**config.mk**
```make
export PLATFORM = sky130hd
export DESIGN_NAME = dm_access_unit
export DESIGN_NICKNAME = d
export VERILOG_FILES = /design/src/rtl/dm_pkg.sv /design/src/rtl/dm_load_align.sv /design/src/rtl/dm_access_unit.sv
export SDC_FILE = /design/constraint.sdc
export NUM_CORES = 1
export LEC_CHECK = 0
export ABC_AREA = 0
export BUFFER_PORTS_ARGS = -buffer_cell sky130_fd_sc_hd__buf_2
export CAP_MARGIN = 20
export CORE_MARGIN = 2
export CORE_UTILIZATION = 30
export DETAILED_ROUTE_END_ITERATION = 8
export SYNTH_ARGS = -nofsm -noshare
export SYNTH_HDL_FRONTEND = slang
export SYNTH_SLANG_ARGS = --single-unit
```
**constraint.sdc**
```tcl
create_clock -name clk -period 3.62 [get_ports clk]
set_clock_uncertainty 0.1 [all_clocks]
set_input_delay 0.181 -clock clk [delete_from_list [all_inputs] [get_ports clk]]
set_output_delay 0.181 -clock clk [all_outputs]
set_load 0.005 [all_outputs]
```
**src/rtl/dm_pkg.sv**
```systemverilog
`default_nettype none
//==============================================================================
// Module : dm_pkg
// Brief  : Shared encodings, state type and helper functions for the
//          data-memory access unit.
// Rev    : 1.0  initial release
//==============================================================================
package dm_pkg;

   localparam int unsigned DM_WORDS = 3072;

   localparam logic [1:0] SZ_BYTE = 2'd0;
   localparam logic [1:0] SZ_HALF = 2'd1;
   localparam logic [1:0] SZ_WORD = 2'd2;

   typedef enum logic [1:0] {
      S_IDLE    = 2'd0,
      S_ISSUE   = 2'd1,
      S_CAPTURE = 2'd2,
      S_RESP    = 2'd3
   } dm_state_e;

   // Byte-lane write enables for a store of the given size at a byte offset
   function automatic logic [3:0] wea_gen(input logic [1:0] size, input logic [1:0] off);
      logic [3:0] m;
      m = 4'b0000;
      case (size)
         SZ_BYTE: m = 4'b0001 << off;
         SZ_HALF: m = off[1] ? 4'b1100 : 4'b0011;
         SZ_WORD: m = 4'b1111;
         default: m = 4'b0000;
      endcase
      return m;
   endfunction

   // Select the addressed lane of a RAM word and sign/zero-extend it
   function automatic logic [31:0] load_extend(input logic [31:0] word,
                                               input logic [1:0]  size,
                                               input logic [1:0]  off,
                                               input logic        is_unsigned);
      logic [31:0] lane;
      logic [31:0] r;
      lane = word >> {off, 3'b000};
      case (size)
         SZ_BYTE: r = is_unsigned ? {24'd0, lane[7:0]}  : {{24{lane[7]}},  lane[7:0]};
         SZ_HALF: r = is_unsigned ? {16'd0, lane[15:0]} : {{16{lane[15]}}, lane[15:0]};
         default: r = word;
      endcase
      return r;
   endfunction

endpackage : dm_pkg
`default_nettype wire

```
**src/rtl/dm_load_align.sv**
```systemverilog
`default_nettype none
//==============================================================================
// Module : dm_load_align
// Brief  : Combinational load lane select and sign/zero extension.
// Rev    : 1.0  initial release
//==============================================================================
module dm_load_align (
   input  logic [31:0] word,
   input  logic [1:0]  size,
   input  logic [1:0]  off,
   input  logic        is_unsigned,
   output logic [31:0] data
);
   import dm_pkg::*;

   // Pure lane select and extend of the registered RAM word
   always_comb begin
      data = load_extend(word, size, off, is_unsigned);
   end

endmodule : dm_load_align
`default_nettype wire

```
**src/rtl/dm_access_unit.sv**
```systemverilog
`default_nettype none
//==============================================================================
// Module : dm_access_unit
// Brief  : MEM-stage load/store initiator driving a one-cycle-latency data RAM.
//          One access in flight; faults are answered without touching the RAM.
// Rev    : 1.0  initial release
//==============================================================================
module dm_access_unit #(
   parameter int unsigned DM_WORDS = dm_pkg::DM_WORDS,
   parameter int unsigned AW_HI    = 13
) (
   input  logic              clk,
   input  logic              rst,
   input  logic              req_valid,
   output logic              req_ready,
   input  logic              req_we,
   input  logic [1:0]        req_size,
   input  logic              req_unsigned,
   input  logic [31:0]       req_addr,
   input  logic [31:0]       req_wdata,
   output logic              resp_valid,
   output logic [31:0]       resp_rdata,
   output logic              resp_fault,
   output logic [AW_HI-2:0]  dm_addra,
   output logic              dm_ena,
   output logic [3:0]        dm_wea,
   output logic [31:0]       dm_dina,
   input  logic [31:0]       dm_douta
);
   import dm_pkg::*;

   dm_state_e         r_state;
   dm_state_e         w_state_nxt;

   logic              r_we;
   logic [1:0]        r_size;
   logic [1:0]        r_off;
   logic              r_uns;

   logic              w_fault;
   logic [31:0]       w_load_data;

   logic              w_ena_nxt;
   logic [3:0]        w_wea_nxt;
   logic [AW_HI-2:0]  w_addra_nxt;
   logic [31:0]       w_dina_nxt;
   logic              w_rv_nxt;
   logic [31:0]       w_rd_nxt;
   logic              w_rf_nxt;

   // Ready is withheld while reset is held so nothing is accepted then
   assign req_ready = (r_state == S_IDLE) && !rst;

   // Reject reserved size, misalignment and word indices beyond the RAM
   always_comb begin
      w_fault = 1'b0;
      if (req_size == 2'd3)                             w_fault = 1'b1;
      if ((req_size == SZ_HALF) && req_addr[0])         w_fault = 1'b1;
      if ((req_size == SZ_WORD) && (req_addr[1:0] != 2'b00)) w_fault = 1'b1;
      if ({2'b00, req_addr[31:2]} >= DM_WORDS)          w_fault = 1'b1;
   end

   dm_load_align u_align (
      .word        (dm_douta),
      .size        (r_size),
      .off         (r_off),
      .is_unsigned (r_uns),
      .data        (w_load_data)
   );

   // Next state and next values of every registered RAM/response output;
   // RAM enables default low so only the ISSUE cycle can touch the RAM
   always_comb begin
      w_state_nxt = r_state;
      w_ena_nxt   = 1'b0;
      w_wea_nxt   = 4'b0000;
      w_addra_nxt = dm_addra;
      w_dina_nxt  = dm_dina;
      w_rv_nxt    = 1'b0;
      w_rd_nxt    = 32'd0;
      w_rf_nxt    = 1'b0;
      case (r_state)
         S_IDLE: begin
            if (req_valid) begin
               if (w_fault) begin
                  w_state_nxt = S_RESP;
                  w_rv_nxt    = 1'b1;
                  w_rf_nxt    = 1'b1;
               end else begin
                  w_state_nxt = S_ISSUE;
                  w_ena_nxt   = 1'b1;
                  w_wea_nxt   = req_we ? wea_gen(req_size, req_addr[1:0]) : 4'b0000;
                  w_addra_nxt = req_addr[AW_HI:2];
                  // RAM steers the low byte/half into the enabled lanes itself
                  w_dina_nxt  = req_wdata;
               end
            end
         end
         S_ISSUE: begin
            if (r_we) begin
               w_state_nxt = S_RESP;
               w_rv_nxt    = 1'b1;
            end else begin
               w_state_nxt = S_CAPTURE;
            end
         end
         S_CAPTURE: begin
            w_state_nxt = S_RESP;
            w_rv_nxt    = 1'b1;
            w_rd_nxt    = w_load_data;
         end
         S_RESP: begin
            w_state_nxt = S_IDLE;
         end
         default: begin
            w_state_nxt = S_IDLE;
         end
      endcase
   end

   // State register
   always_ff @(posedge clk or posedge rst) begin
      if (rst) begin
         r_state <= S_IDLE;
      end else begin
         r_state <= w_state_nxt;
      end
   end

   // Request latch plus registered RAM-side and response outputs
   always_ff @(posedge clk or posedge rst) begin
      if (rst) begin
         r_we       <= 1'b0;
         r_size     <= 2'd0;
         r_off      <= 2'd0;
         r_uns      <= 1'b0;
         dm_ena     <= 1'b0;
         dm_wea     <= 4'b0000;
         dm_addra   <= '0;
         dm_dina    <= 32'd0;
         resp_valid <= 1'b0;
         resp_rdata <= 32'd0;
         resp_fault <= 1'b0;
      end else begin
         if ((r_state == S_IDLE) && req_valid) begin
            r_we   <= req_we;
            r_size <= req_size;
            r_off  <= req_addr[1:0];
            r_uns  <= req_unsigned;
         end
         dm_ena     <= w_ena_nxt;
         dm_wea     <= w_wea_nxt;
         dm_addra   <= w_addra_nxt;
         dm_dina    <= w_dina_nxt;
         resp_valid <= w_rv_nxt;
         resp_rdata <= w_rd_nxt;
         resp_fault <= w_rf_nxt;
      end
   end

endmodule : dm_access_unit
`default_nettype wire

```
Yosys cells after proc, flatten, opt, wreduce, memory -nomap -nowiden
Index checks and enable logic that the tools add are counted.
Widths: inputs -> output; s select.

operators by class
  shift-type cells = 2
  bitwise gates (word level) = 1
  magnitude comparators = 1
  reductions and logical operators = 10
  eq/ne operators = 8
  muxes and demuxes = 26

operators by type and width
  cell                  count
  $mux 32               3
  $pmux 32 s2           1
  $shr 32x5->16         1
  $ge 30x12->1 const B  1
  $mux 4                5
  $mux 1                12
  $pmux 4 s3            1
  $eq 2x2->1 const B    4
  $pmux 2 s4            1
  $eq 2x1->1 const B    3
  $logic_not 2->1       3
  $logic_and 1x1->1     4
  $mux 2                2
  $shl 1x2->4 const A   1
  $pmux 1 s3            1
  $reduce_and 3->1      1
  $ne 2x2->1 const B    1
  $reduce_bool 2->1     1
  $logic_not 1->1       1
  $not 1->1             1

word-level totals
  output and inout port bits = 84
  flip-flop bits (word level) = 91
  logic and storage cells = 60

Longest topological paths before layout
  depth in word-level cells = 8
  mapped depth = 7
  mapped depth without buffers = 5

By module
A second synthesis with hierarchy kept.

unflattened totals
  cells, all modules = 341
  area total of the unflattened synthesis = 4140.2 µm²

by module, submodules not included
  module          cells an instance  times used  area an instance (µm²)  seq. area each (µm²)
  dm_access_unit  228                1           3399.5                  2277.2
  dm_load_align   113                1           740.7                   0.0

Worst setup path after synthesis
Ideal clock, no wire load.

  path type = register to register
  from = register r_state[0]
  to = register dm_addra[0]
  slack = 1.541 ns
  arrival time = 1.854 ns
  period minus slack after synthesis = 2.079 ns
  cell stages (with the launch flop) = 7
  path through = dfrtp_1 -> inv_1 -> ha_1 -> nand2_1 -> nor4b_4 -> buf_6 -> mux2_2

between the ends
  longest elaborated chain between the ends = 2

RTL lines
  element                            line                   text
  start, declared                    dm_access_unit.sv:32   dm_state_e r_state;
  start signal, assigned             dm_access_unit.sv:126  r_state <= w_state_nxt;
  $logic_not 2->1                    dm_access_unit.sv:82   case (r_state)
  $reduce_and 3->1 (no source line)  --
  end signal, assigned               dm_access_unit.sv:153  dm_addra <= w_addra_nxt;
  end, declared                      dm_access_unit.sv:24   output logic [AW_HI-2:0] dm_addra,

Every way passes these cells.
A chain may end at the register's enable or synchronous reset.

Final worst setup path
  from = input port req_addr[13]
  to = register dm_addra[1]

between the ends
  longest elaborated chain between the ends = 4

RTL lines
  element                            line                  text
  start, declared                    dm_access_unit.sv:19  input logic [31:0] req_addr,
  $ge 30x12->1                       dm_access_unit.sv:60  if ({2'b00, req_addr[31:2]} >= DM_WORDS) w_fault = 1'b1;
  $mux 1                             dm_access_unit.sv:60
  $not 1->1 (no source line)         --
  $reduce_and 3->1 (no source line)  --

Every way passes these cells.

==> results.yml <==
die:
  dieArea_mm2: 0.0140
  fp-row-count: 41
  fp.dieH_um: 118
  core-area_mm2: 0.0127
  initial_core_util_pct: 30.9
  boundaryPins: 187
  die_w_um: 118
clock_network:
  clockBufferDepth: 2
  htree_levels: 3
  ctsResizeCount: 0
  cts_buffers: 9
  clk_pin_slew_worst_paths_ns: 0.06
  post_cts_buffers: 0
  clock-sinks: 91
  ctsRootBufferMaster: "clkbuf_16"
  worstSkewPairLatency_ns: 0.34
  cts_tree: "built"
grt:
  grt_pass1_wl_um: 17000
  grtUsageMet3_pct: 4.44
  met1_usage_pct: 19.1
  busiest_layer: "met2"
  grt_overflow_total: 0
  grt_pass1_vias: 3259
  grt_antenna_before_repair: 0
  grtUsageMet2_pct: 25.7
  grt_max_degree: 80
  gr-usage-all-layers_pct: 15.5
yosys:
  yosys.area_share.simple_pct: 7.83
  synthCells: 307
  synth-async-reset-ratio_pct: 100
  synth_adder_area_share_pct: 1.27
  synth_edf_count: 0
  ys.warnings.count: 0
  syn-num-nets: 414
  ys_seq_area_share_pct: 58.0
  synth_top_family_by_area: "multiplexers"
  ys_types: 34
  syn_avg_cell_area_um2: 12.8
  ys_ff_latch: 91
  yosys_most_used_dff: "dfrtp_1"
  synth-xor-area-share_pct: 0
  synthMuxAreaShare_pct: 17.2
  synth_compound_area_share_pct: 12.4
  netlist_area_mm2: 0.00393
route:
  remaining_drc_errors: 0
  ant_nets: 0
  drt-initial-drc-count: 214
  drt-pass1-iter-count: 4
  routedWlPerCell_um: 14.7
  via_per_inst: 4.53
  wl_um: 10700
  vias: 3313
layout:
  fillers: 1139
  mostFrequentLayoutCells: "186 x buf_2, 91 x dfrtp_1, 63 x dlygate4sd3_1, 44 x mux2_2, 20 x a21oi_1"
  antenna_cells: 0
  synthToLayoutAreaGrowth_pct: 52.8
  seq_area_mm2: 0.00228
  multiInputGateArea_mm2: 0.00152
  final_nets: 662
  layout_commonest_cell: "buf_2"
  layout-drive-gt1-share_pct: 48.1
timing:
  fin_ws_ns: 1.02
  drv_slew: 0
  fin_crit_ns: 2.60
  rsz0062_at_grt: "no"
  hold_viol: 0
  worst_slew_pin_slew_ns: 0.956
  setup_viol: 0
  finalCritPeriodShare_pct: 72.0
  fmax_mhz: 384
  fin_setup_tns_ns: 0
  slew_headroom_pct: 36.3
worst_setup_path:
  path_class: "in -> reg"
  worstPathRequired_ns: 3.74
  arrival_ns: 2.73
  reg2reg_from: "r_state[0]$_DFFE_PP0P_"
  startpoint_type: "input port"
  r2r_cells: 6
  r2r_end: "dm_addra[1]$_DFFE_PP0P_"
  path_max_fanout: 44
  worst_setup_path_end_kind: "register"
  reg2reg_slack_ns: 1.04
status:
  status: "complete, no violations"
worst_hold_path:
  whs_path_depth: 2
  hold_end: "resp_rdata[6]$_DFF_PP0_"
  worstHoldStart: "dm_douta[6]"
  min_path_type: "in -> reg"
power_and_ir_drop:
  p_leak_nw: 3.36
  ir_worst_vdd_v: 0.000299
  p_per_area_mw_per_mm2: 574
place:
  place.gp.congestion: 0.831
  port_buffers: 186
  dpl_worst_slack_ns: 1.07
  hpwl_um: 7440
flow_run:
  maxCapViolCount: 0
[per-stage QoR]
| stage | power (W) | hold WS (ns) | instances | instance area (um^2) | util (%) |
|---|---|---|---|---|---|
| 2_1_floorplan | 0.00197 | 0.198 | 307 | 3930 | - |
| 3_3_place_gp | 0.00235 | 0.300 | 652 | 5010 | 39.4 |
| 3_5_place_dp | 0.00236 | 0.305 | 652 | 5010 | 39.4 |
| 4_1_cts | 0.00348 | 0.00264 | 729 | 5960 | 46.9 |
| 5_1_grt | 0.00366 | 0.00933 | 731 | 6000 | 47.2 |
| 6_report | 0.00345 | 0.0179 | 731 | 6000 | 47.2 |
[routing by layer]
layer,part of all wire (%),routed length (um),up-vias
li1,-,-,1588
met1,42,4460,1593
met2,51,5410,116
met3,5.8,626,16
met4,2.0,210,0
met5,0,0,-
[synth_stat cells (5+ instances only)]
master	number	area, um^2
inv_1	8	30.0
a22oi_1	7	52.6
a21o_1	16	120
clkbuf_1	6	22.5
o221a_2	7	78.8
or2_2	7	43.8
nor2b_1	5	31.3
mux2i_1	9	90.1
a21oi_1	20	100
nand2_1	14	52.6
o21a_1	10	75.1
mux2_2	44	495
dfrtp_1	91	2280
mux2_1	6	67.6
nor2_1	14	52.6
[state kept, by name, summed over array words and instances, names as in the netlist]
name and cells:
r_off 2, resp_valid 1, r_size 2, resp_rdata 32
dm_dina 32, dm_addra 12, r_uns 1, resp_fault 1
r_we 1, dm_wea 4, r_state 2, dm_ena 1
[critical path: stages]
cell           delay [ns]
dlygate4sd3_1        0.55
buf_2                0.13
a211oi_1             0.39
o211ai_2             0.25
nor4b_4              0.28
buf_4                0.49
mux2_2               0.40
[timing repair]
item,4_1_cts,5_1_grt
setup endpoints to repair,0,0
hold buffers,62,1
endpoints found under the hold margin,62,32
[area by class of cell]
class / count / area share (%)
sequential: 91 / 37.9
timing repair buffer: 255 / 27.1
multi-input combinational: 190 / 25.3
clock buffer: 10 / 3.81
tap: 172 / 3.59
clock inverter: 5 / 1.71
inverter: 8 / 0.542
[where the power goes]
part / internal, W / switching [W]
registers: 0.00121 / 0.000177
clock network: 0.000669 / 0.000373
logic: 0.000519 / 0.000494
[how the worst max path moves through the flow]
stage	depth (start not counted)	end	start
3_3_place_gp	6	dm_dina[29]$_DFFE_PP0P_	r_state[0]$_DFFE_PP0P_
4_1_cts	7	dm_dina[15]$_DFFE_PP0P_	req_addr[13]
3_5_place_dp	6	dm_addra[1]$_DFFE_PP0P_	r_state[0]$_DFFE_PP0P_
5_1_grt	7	dm_dina[15]$_DFFE_PP0P_	req_addr[13]
6_report	7	dm_addra[1]$_DFFE_PP0P_	req_addr[13]
2_1_floorplan	1	dm_addra[0]$_DFFE_PP0P_	rst
[cells by family (layout without fill, tap and decap cells)]
kind of cell | Yosys count | after routing
and+or+nand+nor | 58 | 58
AOI/OAI and AO/OA | 68 | 68
buffers and inverters | 26 | 278
muxes | 60 | 60
adders and majority gates | 4 | 4
DFF | 91 | 91
(Power assumes the default switching activity.)
